File: src/rtl/fetch_pkg.sv
// Shared types and byte constants for the 8088 instruction assembler.
// FETCH_PREFIX_EN selects prefix collection in instruction_fetch.
package fetch_pkg;

  typedef enum logic [3:0] {
    PREFIX,
    MODRM,
    DISP_LO,
    DISP_HI,
    IMM0,
    IMM1,
    IMM2,
    IMM3,
    DONE
  } fetch_state_t;

  localparam logic [2:0] SEG_ES   = 3'd0;
  localparam logic [2:0] SEG_CS   = 3'd1;
  localparam logic [2:0] SEG_SS   = 3'd2;
  localparam logic [2:0] SEG_DS   = 3'd3;
  localparam logic [2:0] SEG_NONE = 3'b111;

  localparam logic [7:0] PFX_ES    = 8'h26;
  localparam logic [7:0] PFX_CS    = 8'h2E;
  localparam logic [7:0] PFX_SS    = 8'h36;
  localparam logic [7:0] PFX_DS    = 8'h3E;
  localparam logic [7:0] PFX_LOCK  = 8'hF0;
  localparam logic [7:0] PFX_REPNE = 8'hF2;
  localparam logic [7:0] PFX_REP   = 8'hF3;

  localparam logic [1:0] REP_NONE = 2'b00;
  localparam logic [1:0] REP_NE   = 2'b10;
  localparam logic [1:0] REP_E    = 2'b11;

  function automatic logic is_prefix(input logic [7:0] b);
    return (b == PFX_ES) || (b == PFX_CS) || (b == PFX_SS) || (b == PFX_DS) ||
           (b == PFX_LOCK) || (b == PFX_REPNE) || (b == PFX_REP);
  endfunction

endpackage

File: src/rtl/op_length_decode.sv
// Opcode length decode: reports whether a ModRM byte follows and the
// immediate size. F6/F7 only carry an immediate for the TEST form (reg=0).
module op_length_decode
  import fetch_pkg::*;
(
  input  logic [7:0] opcode,
  input  logic [2:0] modrm_reg,
  output logic       has_modrm,
  output logic [2:0] imm_bytes
);

  always_comb begin
    has_modrm = 1'b0;
    imm_bytes = 3'd0;
    // Regular ALU block: r/m forms 0-3, accumulator-immediate forms 4/5
    if (opcode[7:6] == 2'b00) begin
      has_modrm = ~opcode[2];
      if (opcode[2:0] == 3'd4)      imm_bytes = 3'd1;
      else if (opcode[2:0] == 3'd5) imm_bytes = 3'd2;
    end
    case (opcode) inside
      [8'h80:8'h8F], [8'hC4:8'hC7], [8'hD0:8'hD3], [8'hD8:8'hDF],
      8'hF6, 8'hF7, 8'hFE, 8'hFF: has_modrm = 1'b1;
      default: ;
    endcase
    case (opcode) inside
      [8'h70:8'h7F], 8'h80, 8'h82, 8'h83, 8'hA8, [8'hB0:8'hB7], 8'hC6,
      8'hCD, 8'hD4, 8'hD5, [8'hE0:8'hE7], 8'hEB: imm_bytes = 3'd1;
      8'h81, [8'hA0:8'hA3], 8'hA9, [8'hB8:8'hBF], 8'hC2, 8'hC7, 8'hCA,
      8'hE8, 8'hE9: imm_bytes = 3'd2;
      8'h9A, 8'hEA: imm_bytes = 3'd4;
      8'hF6: if (modrm_reg == 3'd0) imm_bytes = 3'd1;
      8'hF7: if (modrm_reg == 3'd0) imm_bytes = 3'd2;
      default: ;
    endcase
  end

endmodule

File: src/rtl/instruction_fetch.sv
// Assembles 8088 instructions from the prefetch queue, one byte per two
// cycles, and hands records to the EU. Define FETCH_PREFIX_EN to fold prefixes.
module instruction_fetch
  import fetch_pkg::*;
#(
  parameter int unsigned MAX_PREFIX = 4
) (
  input  logic        CLKx4,
  input  logic        RESET_n,
  input  logic [7:0]  prefetchTop,
  input  logic        prefetchEmpty,
  output logic        advanceTop,
  input  logic        flush,
  input  logic        inst_ack,
  output logic        inst_valid,
  output logic [7:0]  inst_opcode,
  output logic [7:0]  inst_modrm,
  output logic [15:0] inst_disp,
  output logic [31:0] inst_imm,
  output logic [3:0]  inst_len,
  output logic [2:0]  inst_seg,
  output logic [1:0]  inst_rep,
  output logic        inst_lock
);

  if (MAX_PREFIX < 1 || MAX_PREFIX > 15) begin : g_bad_max_prefix
    $error("MAX_PREFIX must be in 1..15");
  end

  fetch_state_t state, cur, nxt, after_disp;
  logic         gap, restart, take, has_modrm;
  logic [2:0]   imm_bytes, dec_reg, dm_rm;
  logic [1:0]   dm_mod, disp_bytes;
  logic [7:0]   dec_op;
  logic [3:0]   len_base;

  // An ack in DONE behaves as an immediate return to PREFIX, so the next
  // byte may be captured on the very edge that retires the record.
  assign restart  = (state == DONE) && inst_ack;
  assign cur      = restart ? PREFIX : state;
  assign len_base = restart ? 4'd0 : inst_len;
  assign take     = !flush && (cur != DONE) && !gap && !prefetchEmpty;

  assign dec_op  = (cur == PREFIX) ? prefetchTop : inst_opcode;
  assign dec_reg = (cur == MODRM) ? prefetchTop[5:3] : inst_modrm[5:3];
  assign dm_mod  = (cur == MODRM) ? prefetchTop[7:6] : inst_modrm[7:6];
  assign dm_rm   = (cur == MODRM) ? prefetchTop[2:0] : inst_modrm[2:0];

  op_length_decode u_decode (
    .opcode    (dec_op),
    .modrm_reg (dec_reg),
    .has_modrm (has_modrm),
    .imm_bytes (imm_bytes)
  );

  always_comb begin
    disp_bytes = 2'd0;
    case (dm_mod)
      2'b01:   disp_bytes = 2'd1;
      2'b10:   disp_bytes = 2'd2;
      2'b00:   if (dm_rm == 3'b110) disp_bytes = 2'd2;
      default: ;
    endcase
  end

  assign after_disp = (imm_bytes != 3'd0) ? IMM0 : DONE;

`ifdef FETCH_PREFIX_EN
  logic [3:0] pfx_cnt, pfx_base, pfx_next;

  assign pfx_base = restart ? 4'd0 : pfx_cnt;
  assign pfx_next = pfx_base + 4'd1;

  always_ff @(posedge CLKx4) begin
    if (!RESET_n || flush) begin
      inst_seg  <= SEG_NONE;
      inst_rep  <= REP_NONE;
      inst_lock <= 1'b0;
      pfx_cnt   <= '0;
    end else begin
      if (restart) begin
        inst_seg  <= SEG_NONE;
        inst_rep  <= REP_NONE;
        inst_lock <= 1'b0;
        pfx_cnt   <= '0;
      end
      if (take && cur == PREFIX && is_prefix(prefetchTop)) begin
        pfx_cnt <= pfx_next;
        case (prefetchTop)
          PFX_ES:    inst_seg  <= SEG_ES;
          PFX_CS:    inst_seg  <= SEG_CS;
          PFX_SS:    inst_seg  <= SEG_SS;
          PFX_DS:    inst_seg  <= SEG_DS;
          PFX_LOCK:  inst_lock <= 1'b1;
          PFX_REPNE: inst_rep  <= REP_NE;
          PFX_REP:   inst_rep  <= REP_E;
          default:   ;
        endcase
      end
    end
  end
`else
  assign inst_seg  = SEG_NONE;
  assign inst_rep  = REP_NONE;
  assign inst_lock = 1'b0;
`endif

  always_comb begin
    nxt = cur;
    if (take) begin
      case (cur)
        PREFIX: begin
`ifdef FETCH_PREFIX_EN
          if (is_prefix(prefetchTop))
            nxt = (32'(pfx_next) >= MAX_PREFIX) ? DONE : PREFIX;
          else
`endif
            nxt = has_modrm ? MODRM : after_disp;
        end
        MODRM:   nxt = (disp_bytes != 2'd0) ? DISP_LO : after_disp;
        DISP_LO: nxt = (disp_bytes == 2'd2) ? DISP_HI : after_disp;
        DISP_HI: nxt = after_disp;
        IMM0:    nxt = (imm_bytes == 3'd1) ? DONE : IMM1;
        IMM1:    nxt = (imm_bytes == 3'd2) ? DONE : IMM2;
        IMM2:    nxt = IMM3;
        IMM3:    nxt = DONE;
        default: nxt = cur;
      endcase
    end
  end

  always_ff @(posedge CLKx4) begin
    if (!RESET_n) begin
      state       <= PREFIX;
      gap         <= 1'b0;
      advanceTop  <= 1'b0;
      inst_valid  <= 1'b0;
      inst_opcode <= '0;
      inst_modrm  <= '0;
      inst_disp   <= '0;
      inst_imm    <= '0;
      inst_len    <= '0;
    end else begin
      gap        <= take;
      advanceTop <= take;
      state      <= flush ? PREFIX : nxt;
      inst_valid <= !flush && (nxt == DONE);
      if (flush || restart) begin
        inst_opcode <= '0;
        inst_modrm  <= '0;
        inst_disp   <= '0;
        inst_imm    <= '0;
        inst_len    <= '0;
      end
      if (take) begin
        inst_len <= len_base + 4'd1;
        case (cur)
          PREFIX:  inst_opcode     <= prefetchTop;
          MODRM:   inst_modrm      <= prefetchTop;
          DISP_LO: inst_disp       <= {{8{prefetchTop[7]}}, prefetchTop};
          DISP_HI: inst_disp[15:8] <= prefetchTop;
          IMM0:    inst_imm[7:0]   <= prefetchTop;
          IMM1:    inst_imm[15:8]  <= prefetchTop;
          IMM2:    inst_imm[23:16] <= prefetchTop;
          IMM3:    inst_imm[31:24] <= prefetchTop;
          default: ;
        endcase
      end
    end
  end

endmodule

File: config.mk
export PLATFORM = sky130hd
export DESIGN_NAME = instruction_fetch
export DESIGN_NICKNAME = d
export VERILOG_FILES = /design/src/rtl/fetch_pkg.sv /design/src/rtl/op_length_decode.sv /design/src/rtl/instruction_fetch.sv
export SDC_FILE = /design/constraint.sdc
export NUM_CORES = 1
export LEC_CHECK = 0
export CORE_ASPECT_RATIO = 0.9
export CORE_MARGIN = 5
export CORE_UTILIZATION = 40
export CTS_CLUSTER_SIZE = 12
export DETAILED_ROUTE_END_ITERATION = 10
export PLACE_DENSITY = 0.67
export SYNTH_ARGS = -nofsm -noshare
export SYNTH_HDL_FRONTEND = slang
export SYNTH_HIERARCHICAL = 1
export SYNTH_SLANG_ARGS = --single-unit
File: constraint.sdc
create_clock -name CLKx4 -period 8.2 [get_ports CLKx4]
set_clock_uncertainty 0.15 [all_clocks]
set_input_delay 0.82 -clock CLKx4 [delete_from_list [all_inputs] [get_ports CLKx4]]
set_output_delay 0.82 -clock CLKx4 [all_outputs]
set_load 0.05 [all_outputs]
==> results.txt <==
The most used flip-flop cell after synthesis is sky130_fd_sc_hd__dfxtp_1. The number of violations of the max-capacitance limit is 0. In this run the cell area of the synthesized design comes to 3722 sq um. The flow ran to the end, and the final reports show no timing, DRC or antenna violations. The relative slew slack is 38.95%. A synthesized cell averages 8.365 sq um.

The overall die area is 11340 sq um. The analysis attributes to net switching a power of 226.4 uW. The post-DP HPWL is 7466 um. The clock buffer count from CTS came out at 9.

The clock passes through at most 2 buffers. The count of antenna diodes in the layout is 0. For this run the aggregate overflow at the end of global routing stands at 0. The data required time at the worst endpoint came out at 8.34 ns. The share of final-layout standard cells stronger than drive strength 1 came out at 7.059%. For this run, the post-layout net count is 519. The routed length per placed instance came out at 17.40 um. The number of standard-cell rows in the floorplan came out at 33. The switching part of the total is 30.14%. The worst setup path is launched from a register. The count of final hold-check violations is 0.

The layout overhead on the synthesized area is 26.79%. The most numerous cell type found on the critical path is sky130_fd_sc_hd__a21oi_1. Post-CTS timing repair inserted 0 buffers for setup.

The buffer type at the clock tree root is sky130_fd_sc_hd__clkbuf_8. The TritonCTS sink count came out at 74. The count of flip-flops with a built-in enable after synthesis is 0.

In this run, flip-flops and latches consume 48.9% of the power. Data on the critical path arrives at its endpoint at 4.66 ns. The element type at the critical path end is a register. The number of buffer and inverter instances along the worst setup path is 0.

The depth of the worst hold-timing path is 2. The proportion of power drawn by combinational gates is 16.4%. The power density of the placed cells came out at 159.2 nW/um^2. The die extent in x came out at 111.7 um.

The total of flip-flops plus latches after synthesis came out at 74. The hold-fix buffer count after cts is 0. The tightest min-delay check is of the register to register type.

The number of global-route vias before repair came out at 3314. After synthesis, the share of flip-flops with an asynchronous set or reset is 0%. Setup repair after global routing left no endpoint under its margin. The global-route wire length before repair is 17800 um.

The total global-route track usage is 19.21%. The number of cells on the critical path came out at 13. After detailed routing, the total wire length is 11000 um. For this run, the share of the core covered by cells in the final layout is 51.96%. The library cell used most frequently in the layout, excluding fill and tap cells, is sky130_fd_sc_hd__clkdlybuf4s50_1.

The standard cell core area is 9084 sq um. The remaining routing DRC violations is 0. The congestion estimate from routability-driven global placement came to 0.8491. After clock tree synthesis, the clock-pin slew on the worst setup and hold paths is 0.08 ns. The floorplan step set the die height to 101.5 um. The minimum clock period after layout is 4.518 ns. The number of vias per cell after detailed routing is 5.616.

Setup violations remaining at the end of the flow were counted as 0. The number of cells on the worst reg-to-reg path is 13. Yosys printed 6 warnings. TritonCTS built the clock tree. The depth of the CTS H-tree is 3. On the critical path the largest part of the delay comes from simple AND/OR/NAND/NOR gates. The setup TNS is 0 ns.

The number of I/O pins is 89. The worst IR drop on VDD is 0.09785 mV. For this block, the initial DRC count from the detailed router was 203. Among all stages on the critical path, the largest delay is contributed by sky130_fd_sc_hd__nor3_1. The effective utilization at floorplan came out at 40.98%. The count of cell types in the netlist is 59. The clock network fraction of design power is 34.7%.

The count of nets left with antenna violations once routing finished came out at 0. Leaving out fill and tap cells, the most frequent cells in the layout are sky130_fd_sc_hd__clkdlybuf4s50_1 (82), sky130_fd_sc_hd__dfxtp_1 (74), sky130_fd_sc_hd__nor2b_1 (49), sky130_fd_sc_hd__nand2_1 (43), sky130_fd_sc_hd__a22oi_1 (36). The first-pass iteration count of the detailed router is 5. The clock latency of the later-clocked register in the worst-skew pair came out at 0.35 ns. The number of instances resized during post-cts repair is 0.

The final number of max-transition violations was 0. The total leakage power is 0.001530 uW. At the pin with the least slew margin, the transition time is 0.9062 ns. The largest driver fanout on the critical path came out at 17. The sequential share of the synthesized area came out at 39.80%.

The port buffer count came out at 82. Counting every instance in the synthesized netlist gives 445. The critical path in this run is classified as register to register. The signal on the critical path passes through nor3_1, nand2_1, mux2_2, or4b_4, mux2i_1, a31oi_1, o32ai_1, nor3b_1, o21ai_0, o31ai_1, a21oi_1, a21oi_1, and4b_1.

The cell-internal power is 524.8 uW. Entering global routing, the biggest net connects 72 pins. The final clock period utilization by the worst path came out at 55.10%. The initial antenna violation count is 0.

The maximum achievable frequency came out at 221.3 MHz. The total via count in the routed design came out at 3549. The largest stage delay on the critical path is 0.63 ns.
## kinds of logic (layout without fill, tap and decap cells)
logic type / after synthesis / in the layout / synth area share [%]
and+or+nand+nor: 200 / 200 / 29.08
AOI/OAI and AO/OA: 111 / 111 / 21.65
DFF: 74 / 74 / 39.80
buffers and inverters: 47 / 108 / 6.050
muxes: 9 / 9 / 2.656
other: 2 / 6 / 0.2018
adders and majority gates: 1 / 1 / 0.3361
xor gates and xnor gates: 1 / 1 / 0.2353
## power by group through the flow
stage | Combinational, uW | Clock [uW] | Sequential, uW
6_report | 123 | 261 | 368
5_1_grt | 133 | 278 | 368
4_1_cts | 121 | 266 | 368
3_5_place_dp | 121 | 0 | 376
3_3_place_gp | 120 | 0 | 376
2_1_floorplan | 87.1 | 0 | 383
## final timing paths
| path | slack (ns) | to | start |
|---|---|---|---|
| setup reg to reg | 3.68 | inst_valid | state[0] |
| hold reg to reg | 0.33 | inst_imm[13] | inst_imm[13] |
| hold / removal | 0.33 | inst_imm[13] | inst_imm[13] |
| setup / recovery | 3.68 | inst_valid | state[0] |
## registers in the layout, summed over array words and instances, names as in the netlist
register,cells
inst_opcode,8
inst_valid,1
state,4
inst_modrm,8
gap,1
inst_imm,32
inst_len,4
inst_disp,16
## final cells by class
cell class	count	area (sq um)
Clock buffer	11	141.4
Clock inverter	5	37.54
Fill cell	864	4364
Inverter	7	26.28
Multi-Input combinational cell	328	2037
Sequential cell	74	1481
Tap cell	122	152.6
Timing Repair Buffer	85	843.3
## per-stage QoR
| step | instances | setup slack [ns] | total power [uW] | area, sq um | hold slack (ns) |
|---|---|---|---|---|---|
| 2_1_floorplan | 449 | 4.335 | 470.5 | 3737 | 0.5111 |
| 3_3_place_gp | 616 | 3.550 | 495.8 | 4541 | 0.3142 |
| 3_5_place_dp | 616 | 3.440 | 496.7 | 4541 | 0.3225 |
| 4_1_cts | 632 | 3.743 | 754.6 | 4720 | 0.3339 |
| 5_1_grt | 632 | 3.259 | 779.4 | 4720 | 0.3676 |
| 6_report | 632 | 3.682 | 751.2 | 4720 | 0.3297 |
## synthesized netlist by cell type, types with 3 or more instances
cell | count | area share (%)
sky130_fd_sc_hd__o22ai_1 | 3 | 0.50
sky130_fd_sc_hd__a21boi_0 | 22 | 4.4
sky130_fd_sc_hd__dfxtp_1 | 74 | 40
sky130_fd_sc_hd__nor3_1 | 4 | 0.54
sky130_fd_sc_hd__a31oi_1 | 5 | 0.84
sky130_fd_sc_hd__clkbuf_1 | 25 | 2.5
sky130_fd_sc_hd__nor3b_1 | 3 | 0.60
sky130_fd_sc_hd__a221oi_1 | 8 | 1.9
sky130_fd_sc_hd__buf_4 | 7 | 1.4
sky130_fd_sc_hd__nand2b_1 | 6 | 1.0
sky130_fd_sc_hd__inv_1 | 6 | 0.60
sky130_fd_sc_hd__nor2b_1 | 49 | 8.2
sky130_fd_sc_hd__buf_2 | 6 | 0.81
sky130_fd_sc_hd__a21oi_1 | 11 | 1.5
sky130_fd_sc_hd__nor2_1 | 30 | 3.0
sky130_fd_sc_hd__mux2_2 | 7 | 2.1
sky130_fd_sc_hd__o21ai_0 | 7 | 0.94
sky130_fd_sc_hd__nand2_1 | 43 | 4.3
sky130_fd_sc_hd__nand3_1 | 31 | 4.2
sky130_fd_sc_hd__nand4_1 | 5 | 0.84
sky130_fd_sc_hd__and2_1 | 6 | 1.0
sky130_fd_sc_hd__or3_1 | 3 | 0.50
sky130_fd_sc_hd__a22oi_1 | 36 | 7.3
## worst register-to-register path, delay by kind of cell (launching register included)
kind	cells	cell delay [ns]
and+or+nand+nor	5	2.09
AOI/OAI and AO/OA	6	1.09
muxes	2	0.65
DFF	1	0.50
## routing by layer
metal  wire length (um)  share of wire, %  GRT usage [%]
met2               4884                44          28.71
met5                  0                 0              0
met3               1076               9.8          7.168
met4                 68              0.62          4.116
met1               4968                45          26.61
(Power assumes the default switching activity.)
